--- src/rtl/cla_pkg.sv ---
// -----------------------------------------------------------------------------
// cla_pkg
// Shared constants and helpers for the CLA issue-control slice.
//   clog2          : ceiling log2, usable in parameter and port declarations
//   CLA_DEFAULT_N  : default operand width of the CLA adder
//   CLA_ADD_LAT    : adder latency, the single source shared by every user
//   cla_stat_t     : width of the optional statistics counters
// -----------------------------------------------------------------------------
package cla_pkg;

  localparam int CLA_DEFAULT_N = 4;
  localparam int CLA_ADD_LAT   = 5;
  localparam int CLA_STAT_W    = 16;

  typedef logic [CLA_STAT_W-1:0] cla_stat_t;

  // Ceiling log2; clog2(1) = 0, clog2(8) = 3.
  function automatic int clog2(input int value);
    int r;
    r = 0;
    for (int i = 0; i < 31; i++) begin
      if ((1 << i) < value) r = i + 1;
    end
    return r;
  endfunction

endpackage : cla_pkg

--- src/rtl/cla_sum_fifo.sv ---
// -----------------------------------------------------------------------------
// cla_sum_fifo
// Synchronous FIFO that holds adder results until the consumer takes them.
// Ports:
//   clk, reset   : clock, synchronous active-high reset
//   wr_en_i      : write wr_data_i this cycle
//   wr_data_i    : data to write
//   rd_en_i      : pop the head this cycle (ignored when empty)
//   rd_data_o    : head entry, zero when empty
//   valid_o      : FIFO holds at least one entry
//   count_o      : number of stored entries (0..DEPTH)
// DEPTH must be a power of two so the pointers wrap by plain overflow.
// A write into an empty FIFO shows up on rd_data_o the following cycle;
// there is no bypass path from wr_data_i to rd_data_o.
// -----------------------------------------------------------------------------
module cla_sum_fifo
  import cla_pkg::*;
#(
  parameter int WIDTH = 5,
  parameter int DEPTH = 8
) (
  input  logic                   clk,
  input  logic                   reset,
  input  logic                   wr_en_i,
  input  logic [WIDTH-1:0]       wr_data_i,
  input  logic                   rd_en_i,
  output logic [WIDTH-1:0]       rd_data_o,
  output logic                   valid_o,
  output logic [clog2(DEPTH):0]  count_o
);

  localparam int AW = clog2(DEPTH);
  localparam logic [AW:0] FULL_C = (AW + 1)'(DEPTH);

  logic [WIDTH-1:0] mem_q [DEPTH];
  logic [AW-1:0]    wr_ptr_q, wr_ptr_d;
  logic [AW-1:0]    rd_ptr_q, rd_ptr_d;
  logic [AW:0]      count_q, count_d;
  logic             do_wr, do_rd;

  // A write with the FIFO full is dropped here; upstream credits make that
  // case unreachable and the assertion below flags it if it ever happens.
  assign do_wr = wr_en_i & (count_q != FULL_C);
  assign do_rd = rd_en_i & (count_q != '0);

  always_comb begin
    wr_ptr_d = wr_ptr_q;
    rd_ptr_d = rd_ptr_q;
    count_d  = count_q;
    if (do_wr) wr_ptr_d = wr_ptr_q + AW'(1);
    if (do_rd) rd_ptr_d = rd_ptr_q + AW'(1);
    case ({do_wr, do_rd})
      2'b10:   count_d = count_q + (AW + 1)'(1);
      2'b01:   count_d = count_q - (AW + 1)'(1);
      default: count_d = count_q;
    endcase
  end

  always_ff @(posedge clk) begin
    if (reset) begin
      wr_ptr_q <= '0;
      rd_ptr_q <= '0;
      count_q  <= '0;
    end else begin
      wr_ptr_q <= wr_ptr_d;
      rd_ptr_q <= rd_ptr_d;
      count_q  <= count_d;
    end
  end

  // Storage needs no reset: an entry is only read after it has been written.
  always_ff @(posedge clk) begin
    if (do_wr) mem_q[wr_ptr_q] <= wr_data_i;
  end

  assign valid_o   = (count_q != '0);
  assign rd_data_o = valid_o ? mem_q[rd_ptr_q] : '0;
  assign count_o   = count_q;

  a_no_overflow : assert property (@(posedge clk) disable iff (reset)
    !(wr_en_i && (count_q == FULL_C)));

endmodule : cla_sum_fifo

--- src/rtl/cla_issue_ctrl.sv ---
// -----------------------------------------------------------------------------
// cla_issue_ctrl
// Flow-control shell around a pipelined, stall-less N-bit CLA adder.
// Operand pairs enter on a valid/ready interface, are driven into the adder,
// and every sum is captured into an output FIFO read on valid/ready.
// Credit-based issue guarantees the FIFO always has room for every sum that
// is still travelling through the adder, so no result can be dropped.
//
// Handshake (both interfaces): a transfer happens in a cycle where valid and
// ready are both high at the rising edge. in_ready depends only on registered
// state and reset; out_valid/out_sum depend only on FIFO state. Upstream may
// drop in_valid at any time; out_sum is held stable while out_valid is high
// and out_ready is low.
//
// Ports:
//   clk, reset            : clock, synchronous active-high reset (shared
//                           with the adder)
//   in_valid/in_ready     : operand handshake
//   in_a, in_b            : operands
//   add_a, add_b          : operands to the adder, zero in non-accept cycles
//   add_sum               : adder result, ADD_LAT cycles after add_a/add_b
//                           (the presenting cycle counts as the first)
//   out_valid/out_ready   : result handshake
//   out_sum               : FIFO head, carry in bit N, zero when empty
//   stat_ops, stat_carry  : only with CLA_ISSUE_STATS_EN defined; count pops
//                           and pops whose carry bit is set, wrap at 2^16
//
// Build option: define CLA_ISSUE_STATS_EN to add the statistics counters.
// -----------------------------------------------------------------------------
module cla_issue_ctrl
  import cla_pkg::*;
#(
  parameter int N       = CLA_DEFAULT_N,
  parameter int ADD_LAT = CLA_ADD_LAT,
  parameter int DEPTH   = 8
) (
  input  logic         clk,
  input  logic         reset,
  input  logic         in_valid,
  output logic         in_ready,
  input  logic [N-1:0] in_a,
  input  logic [N-1:0] in_b,
  output logic [N-1:0] add_a,
  output logic [N-1:0] add_b,
  input  logic [N:0]   add_sum,
  output logic         out_valid,
  input  logic         out_ready,
  output logic [N:0]   out_sum
`ifdef CLA_ISSUE_STATS_EN
  ,
  output cla_stat_t    stat_ops,
  output cla_stat_t    stat_carry
`endif
);

  localparam int CW = clog2(DEPTH) + 1;
  localparam logic [CW-1:0] DEPTH_C = CW'(DEPTH);

  logic          accept;
  logic          pop;
  logic          fifo_wr;
  logic [CW-1:0] fifo_count;
  logic [CW-1:0] credits_q, credits_d;

  // One credit per FIFO slot. A credit is taken when an op is accepted and
  // returned when its result is popped, so credits_q = fifo_count + inflight.
  assign in_ready = (credits_q < DEPTH_C) & ~reset;
  assign accept   = in_valid & in_ready;
  assign pop      = out_valid & out_ready;

  // The adder samples every cycle; idle cycles carry zeros that are never
  // captured because no token travels with them.
  assign add_a = accept ? in_a : '0;
  assign add_b = accept ? in_b : '0;

  // Token pipe. tok[0] is the op being presented this cycle and tok[k] the
  // op presented k cycles ago, so tok[ADD_LAT-1] is high exactly in the
  // cycle the adder shows that op's sum; it is captured at the closing edge.
  generate
    if (ADD_LAT > 1) begin : g_tok
      logic [ADD_LAT-2:0] tok_q;
      logic [ADD_LAT-1:0] tok;

      assign tok     = {tok_q, accept};
      assign fifo_wr = tok[ADD_LAT-1];

      always_ff @(posedge clk) begin
        if (reset) tok_q <= '0;
        else       tok_q <= tok[ADD_LAT-2:0];
      end

      a_credit_balance : assert property (@(posedge clk) disable iff (reset)
        credits_q == fifo_count + CW'($countones(tok_q)));
    end else begin : g_no_tok
      // Single-cycle adder: the sum is on add_sum in the accept cycle.
      assign fifo_wr = accept;

      a_credit_balance : assert property (@(posedge clk) disable iff (reset)
        credits_q == fifo_count);
    end
  endgenerate

  always_comb begin
    credits_d = credits_q;
    case ({accept, pop})
      2'b10:   credits_d = credits_q + CW'(1);
      2'b01:   credits_d = credits_q - CW'(1);
      default: credits_d = credits_q;
    endcase
  end

  always_ff @(posedge clk) begin
    if (reset) credits_q <= '0;
    else       credits_q <= credits_d;
  end

  cla_sum_fifo #(
    .WIDTH (N + 1),
    .DEPTH (DEPTH)
  ) u_fifo (
    .clk       (clk),
    .reset     (reset),
    .wr_en_i   (fifo_wr),
    .wr_data_i (add_sum),
    .rd_en_i   (pop),
    .rd_data_o (out_sum),
    .valid_o   (out_valid),
    .count_o   (fifo_count)
  );

`ifdef CLA_ISSUE_STATS_EN
  cla_stat_t stat_ops_q, stat_carry_q;

  always_ff @(posedge clk) begin
    if (reset) begin
      stat_ops_q   <= '0;
      stat_carry_q <= '0;
    end else if (pop) begin
      stat_ops_q <= stat_ops_q + CLA_STAT_W'(1);
      if (out_sum[N]) stat_carry_q <= stat_carry_q + CLA_STAT_W'(1);
    end
  end

  assign stat_ops   = stat_ops_q;
  assign stat_carry = stat_carry_q;
`endif

endmodule : cla_issue_ctrl

--- config.mk ---
export PLATFORM = sky130hd
export DESIGN_NAME = cla_issue_ctrl
export DESIGN_NICKNAME = d
export VERILOG_FILES = /design/src/rtl/cla_pkg.sv /design/src/rtl/cla_sum_fifo.sv /design/src/rtl/cla_issue_ctrl.sv
export SDC_FILE = /design/constraint.sdc
export NUM_CORES = 1
export LEC_CHECK = 0
export BUFFER_PORTS_ARGS = -buffer_cell sky130_fd_sc_hd__buf_2
export CAP_MARGIN = 0
export CORE_ASPECT_RATIO = 1.4
export CORE_MARGIN = 5
export CORE_UTILIZATION = 35
export DETAILED_ROUTE_END_ITERATION = 10
export HOLD_SLACK_MARGIN = 0.1
export PLACE_DENSITY = 0.57
export SYNTH_ARGS = -nofsm -noshare
export SYNTH_HDL_FRONTEND = slang
export SYNTH_HIERARCHICAL = 1
export SYNTH_SLANG_ARGS = --single-unit
--- constraint.sdc ---
create_clock -name clk -period 3.7 [get_ports clk]
set_clock_uncertainty 0.15 [all_clocks]
set_input_delay 0.37 -clock clk [delete_from_list [all_inputs] [get_ports clk]]
set_output_delay 0.37 -clock clk [all_outputs]
set_load 0.03 [all_outputs]
**Word level (Yosys, flattened, before mapping)**

Memory sizes are Yosys's and may differ from the RTL's. A register that Yosys moved wholly into a read port is not among the register bits.
Index checks and enable logic that the tools add are counted.

- Bits in registers: 18
- Memory bits (writable): 40
- Bits of input ports: 17
- Output and inout port bits: 15
- Logic and storage cells: 36
- Memories kept: 1

Memory list:

| name | depth | bits a word | read ports | clocked after Yosys merged registers in | wr ports | RTL line | RTL |
|---|---|---|---|---|---|---|---|
| u_fifo.mem_q | 8 | 5 | 1 | 1 | 1 | cla_sum_fifo.sv:35 | `logic [WIDTH-1:0] mem_q [DEPTH];` |

- Add/subtract/negate cells: 6
- $lt $le $gt $ge: 1
- Eq/ne operators: 5
- Muxes and demuxes: 9
- Bitwise gates (word level): 6
- Reduce and logical (&&, ||, !) cells: 3

Operators by type and width:

| cell | count |
|---|---|
| 4-bit case mux with 2 select lines | 2 |
| 4-bit by 1-bit adder with 4-bit output, second input constant | 2 |
| 4-bit 2-to-1 mux | 2 |
| 4-bit by 1-bit subtractor with 4-bit output, second input constant | 2 |
| 3-bit by 1-bit adder with 3-bit output, second input constant | 2 |
| 3-bit 2-to-1 mux | 2 |
| 1-bit AND | 5 |
| 5-bit 2-to-1 mux | 1 |
| 2-bit by 1-bit equality test with 1-bit output, second input constant | 2 |
| 2-bit equality test, second input constant | 2 |
| 4-bit less-than comparator, second input constant | 1 |
| 4-bit != test, second input constant | 1 |
| 2-bit nonzero test | 2 |
| 4-bit nonzero test | 1 |
| 1-bit 2-to-1 mux | 2 |
| 1-bit NOT | 1 |

**Logic depth before layout (Yosys ltp)**

- Depth in word-level cells: 5
- Mapped depth: 14
- Depth with buffers taken out: 14

**By module**

Netlist, hierarchy kept.

By module, submodules not included:

| module | instances | cells an instance | area an instance (µm²) | sequential area each (µm²) |
|---|---|---|---|---|
| cla_sum_fifo | 1 | 138 | 2,190.9 | 1,461.4 |
| cla_issue_ctrl | 1 | 64 | 519.2 | 160.2 |

**Worst setup path before layout**

OpenSTA, ideal clock, no wires.

- Path type: reg-to-reg
- From: register u_fifo.count_q[1] (netlist: u_fifo/count_o[1])
- To: register u_fifo.count_q[3] (netlist: u_fifo/count_o[3])
- Library setup time: 0.121 ns
- Data arrival time: 2.718 ns
- Data required time: 3.429 ns
- Slack: 0.711 ns
- Cell stages (with the launch flop): 12
- Buffers on the path: 0
- Clock period less this slack: 2.989 ns
- Path through: dfxtp_1 or3_4 nor2_4 inv_2 nand2_1 inv_1 nand2_4 inv_1 ha_1 or3_2 o32ai_1 mux2_2

- Word-level cells in the longest chain between the ends: 5
- Elaborated cells on any way between the ends: 11
- Those cells by class: add/sub (2); eq/ne (3); mux (1); bitwise (3); reduce/logical (2)

RTL lines:

| what | RTL line | RTL |
|---|---|---|
| start: declaration | cla_sum_fifo.sv:38 | `logic [AW:0] count_q, count_d;` |
| start signal: assignment | cla_sum_fifo.sv:67 | `count_q <= count_d;` |
| 4-bit nonzero test * | cla_sum_fifo.sv:76 | `assign valid_o = (count_q != '0);` |
| net out_valid | cla_issue_ctrl.sv:46 | `output logic out_valid,` |
| 1-bit AND * | cla_issue_ctrl.sv:69 | `assign pop = out_valid & out_ready;` |
| net pop | cla_issue_ctrl.sv:60 | `logic pop;` |
| 1-bit AND * | cla_sum_fifo.sv:44 | `assign do_rd = rd_en_i & (count_q != '0);` |
| net u_fifo.do_rd | cla_sum_fifo.sv:39 | `logic do_wr, do_rd;` |
| 2-bit by 1-bit equality test with 1-bit output or 2-bit equality test (tied branches) | cla_sum_fifo.sv:52 | `case ({do_wr, do_rd})` |
| 4-bit case mux with 2 select lines or 2-bit nonzero test (tied branches) | -- |  |

The timed path passes the listed nets; every way through them passes the cells marked *.
A chain may end at the register's enable or synchronous reset.

**Worst setup path after layout**

- From: register u_fifo.count_q[1] (netlist: u_fifo/count_o[1])
- To: register u_fifo.count_q[3] (netlist: u_fifo/count_o[3])

- Word-level cells in the longest chain between the ends: 5
- Elaborated cells on any way between the ends: 11
- Those cells by class: add/sub (2); eq/ne (3); mux (1); bitwise (3); reduce/logical (2)

RTL lines:

| what | RTL line |
|---|---|
| 4-bit nonzero test * | cla_sum_fifo.sv:76 |
| 1-bit AND * | cla_issue_ctrl.sv:69 |
| net pop | cla_issue_ctrl.sv:60 |
| 1-bit AND * | cla_sum_fifo.sv:44 |
| net u_fifo.do_rd | cla_sum_fifo.sv:39 |
| 2-bit by 1-bit equality test with 1-bit output or 2-bit equality test (tied branches) | cla_sum_fifo.sv:52 |
| 4-bit case mux with 2 select lines or 2-bit nonzero test (tied branches) | -- |

Marks and branches as above.

==> impl_metrics.env <==
export IMPL_status="complete, no violations"
export IMPL_nets=263
export IMPL_cts_resized=0
export IMPL_synth_top_family_by_area="simple AND/OR/NAND/NOR gates"
export IMPL_clk_path_buf_depth=2
export IMPL_grt_overflow=0
export IMPL_dr_pass1_iters=4
export IMPL_synthMuxAreaShare=0.117
export IMPL_ios=32
export IMPL_drive_gt1_frac=0.283
export IMPL_yosys_warnings=6
export IMPL_cp_max_fo=6
export IMPL_area_growth_pct=16.3
export IMPL_start_util=0.354
export IMPL_grt_use_met3=0.0403
export IMPL_cts_sinks=61
export IMPL_syn_nets=226
export IMPL_synth_fa_ha_area_frac=0.0323
export IMPL_report_final_slew_viol_count=0
export IMPL_cp_arrival_ns=3.29
export IMPL_final_util=0.412
export IMPL_synthSimpleGateAreaFrac=0.151
export IMPL_totalWireLength_mm=4.90
export IMPL_intPower_mw=1.06
export IMPL_top_usage_layer="met2"
export IMPL_power_sequential_fraction=0.544
export IMPL_cp_required_ns=3.77
export IMPL_hp_class="in -> reg"
export IMPL_root_buffer="clkbuf_8"
export IMPL_syn_area_sq_um=2710
export IMPL_grt_pass1_vias=1689
export IMPL_route_vias_total=1660
export IMPL_syn_area_per_cell_sq_um=13.4
export IMPL_cp_end_kind="flop"
export IMPL_finalCritPeriodShare=0.871
export IMPL_pwr_share_comb=0.044
export IMPL_synth_compound_area_share=0.0452
export IMPL_grt_pass1_wl_mm=8.22
export IMPL_gp_congestion=0.732
export IMPL_synthDistinctLibCells=43
export IMPL_grt_max_degree=28
export IMPL_setup_viol=0
export IMPL_wl_per_cell_um=14.3
export IMPL_yosysSeqAreaShare=0.598
export IMPL_numPortBuffers=31
export IMPL_grt_setup_unrepaired="no"
export IMPL_period_minus_slack_ns=3.22
export IMPL_insertion_delay_ns=0.33
export IMPL_dp_cells=328
export IMPL_numCtsBuffers=9
export IMPL_powerDensity_nw_per_um2=428
export IMPL_power_mw=1.35
export IMPL_met2_usage=0.193
export IMPL_power_leakage_nw=1.17
export IMPL_ir_drop_uv=217
export IMPL_clkPwrFrac=0.412
export IMPL_fin_cells=344
export IMPL_drc=0
export IMPL_antenna_cells=0
export IMPL_antenna_found_initial=0
export IMPL_synthXorXnorAreaFrac=0.0286
export IMPL_start_kind="flop"
export IMPL_clkTransAtPathRegs_ns=0.07
export IMPL_drv_cap=0
export IMPL_tightest_slew_ns=0.952
export IMPL_num_rows=38
export IMPL_dieArea_sq_um=9630
export IMPL_cts_tree="built"
export IMPL_hpwl_mm=3.43
export IMPL_drtIter0Drc=121
export IMPL_htree_num_levels=3
export IMPL_post_cts_buffers=0
export IMPL_ant_nets=0
export IMPL_clock_fmax_ghz=0.310
export IMPL_totalNegativeSetupSlack_ns=0
export IMPL_hold_viol=0
export IMPL_swShare=0.216
export IMPL_dieHeight_um=114
export IMPL_slew_headroom=0.360
export IMPL_core_area_sq_um=7650
export IMPL_postCtsHoldBufs=0
export IMPL_holdWs_ns=0.153
export IMPL_critPathKind="reg -> reg"
export IMPL_synth_seq_cells=61
export IMPL_synth_cells=202
export IMPL_track_usage=0.112
export IMPL_use_met1=0.125
export IMPL_vias_per_cell=4.83
export IMPL_die_w_um=84.4
export IMPL_p_switching_mw=0.291
-- flip-flops by register name, summed over array words and instances (netlist names), named ones only --
name             count
u_fifo/mem_q        40
u_fifo/rd_ptr_q      3
u_fifo/wr_ptr_q      3
credits_q            4
u_fifo/count_o       4
g_tok.tok_q          4
-- logic make-up (layout without fill, tap and decap cells) --
kind of cell | after synthesis | in the layout
and+or+nand+nor | 75 | 75
DFF | 61 | 61
muxes | 19 | 19
AOI/OAI and AO/OA | 17 | 17
buffers and inverters | 15 | 57
xor gates and xnor gates | 8 | 8
adders and majority gates | 7 | 7
-- area by class of cell --
class	count	area [sq um]
fillers	720	4500
flip-flops and latches	61	1620
multi-input cells	126	1010
repair buffers	33	170
well taps	100	125
clock buffers	9	124
clock inverters	7	66.3
inverters	8	30.0
-- final timing paths --
| check | start | endpoint | slack (ns) | depth (start not counted) |
|---|---|---|---|---|
| worst max-delay path | u_fifo/count_o[1] | u_fifo/count_o[3] | 0.48 | 11 |
| worst min-delay path | add_sum[3] | u_fifo/mem_q[5][3] | 0.15 | 1 |
| worst max register to register | u_fifo/count_o[1] | u_fifo/count_o[3] | 0.48 | 11 |
| worst min register to register | g_tok.tok_q[2] | g_tok.tok_q[3] | 0.28 | 1 |
-- per-stage QoR --
step           setup slack [ns]  cell area (sq um)
2_1_floorplan             0.711               2710
3_3_place_gp              0.573               2960
3_5_place_dp              0.472               2960
4_1_cts                   0.443               3150
5_1_grt                   0.305               3150
6_report                  0.479               3150
-- worst max-delay path, stage by stage (launching register included) --
cell and delay, ns:
dfxtp_1 0.37, or3_4 0.44, nor2_4 0.21, inv_2 0.11
nand2_1 0.15, inv_1 0.12, nand2_4 0.10, inv_1 0.06
ha_1 0.36, or3_2 0.50, o32ai_1 0.17, mux2_2 0.37
-- power by group through the flow --
stage          sequential (mW)  clock (mW)  combinational, mW
2_1_floorplan            0.747           0             0.0363
3_3_place_gp             0.748           0             0.0585
3_5_place_dp             0.748           0             0.0596
4_1_cts                  0.733       0.578             0.0598
5_1_grt                  0.734       0.609             0.0660
6_report                 0.734       0.556             0.0587
-- synth_stat cells (all sizes together) --
library cell	number	share of area
and2b	1	0.0032
nand2	6	0.011
xnor2	1	0.0032
a311oi	1	0.0055
inv	8	0.011
nor2	26	0.039
o21ai	4	0.012
buf	5	0.013
edfxtp	40	0.44
nand3	6	0.011
or2	2	0.0046
ha	7	0.032
o32ai	1	0.0032
mux2i	8	0.030
o211ai	2	0.0055
a21oi	5	0.0092
a31oi	1	0.0023
nor4	1	0.0023
nor2b	7	0.016
nor3	6	0.011
dfxtp	21	0.16
mux2	1	0.0042
clkbuf	2	0.0028
nor4b	3	0.0097
o221ai	1	0.0032
o22ai	2	0.0046
nand2b	3	0.0069
and3b	1	0.0032
nor3b	2	0.0055
and2	8	0.018
mux4	10	0.083
or3	3	0.0092
xor2	7	0.025
-- placed cells by master, fill, tap and decap left out, types with 3 or more instances in the layout --
| cell | netlist | routed |
|---|---|---|
| clkinvlp_4 | 0 | 3 |
| buf_2 | 2 | 31 |
| xor2_1 | 6 | 6 |
| mux2i_1 | 8 | 8 |
| o21ai_0 | 3 | 3 |
| edfxtp_1 | 40 | 40 |
| nor4b_1 | 3 | 3 |
| nor2_1 | 25 | 25 |
| dfxtp_1 | 21 | 21 |
| nor2b_1 | 7 | 7 |
| nand2_1 | 5 | 5 |
| and2_1 | 8 | 8 |
| nand2b_1 | 3 | 3 |
| a21oi_1 | 5 | 5 |
| nor3_1 | 6 | 6 |
| nand3_1 | 6 | 6 |
| mux4_2 | 10 | 10 |
| clkbuf_8 | 0 | 9 |
| ha_1 | 7 | 7 |
| inv_1 | 7 | 7 |
-- layer usage --
metal / up-vias / wire (um)
li1: 813 / -
met5: - / 0
met4: 0 / 78
met2: 50 / 2550
met1: 789 / 1970
met3: 8 / 306
No activity file was read; power rests on OpenSTA's default activity.
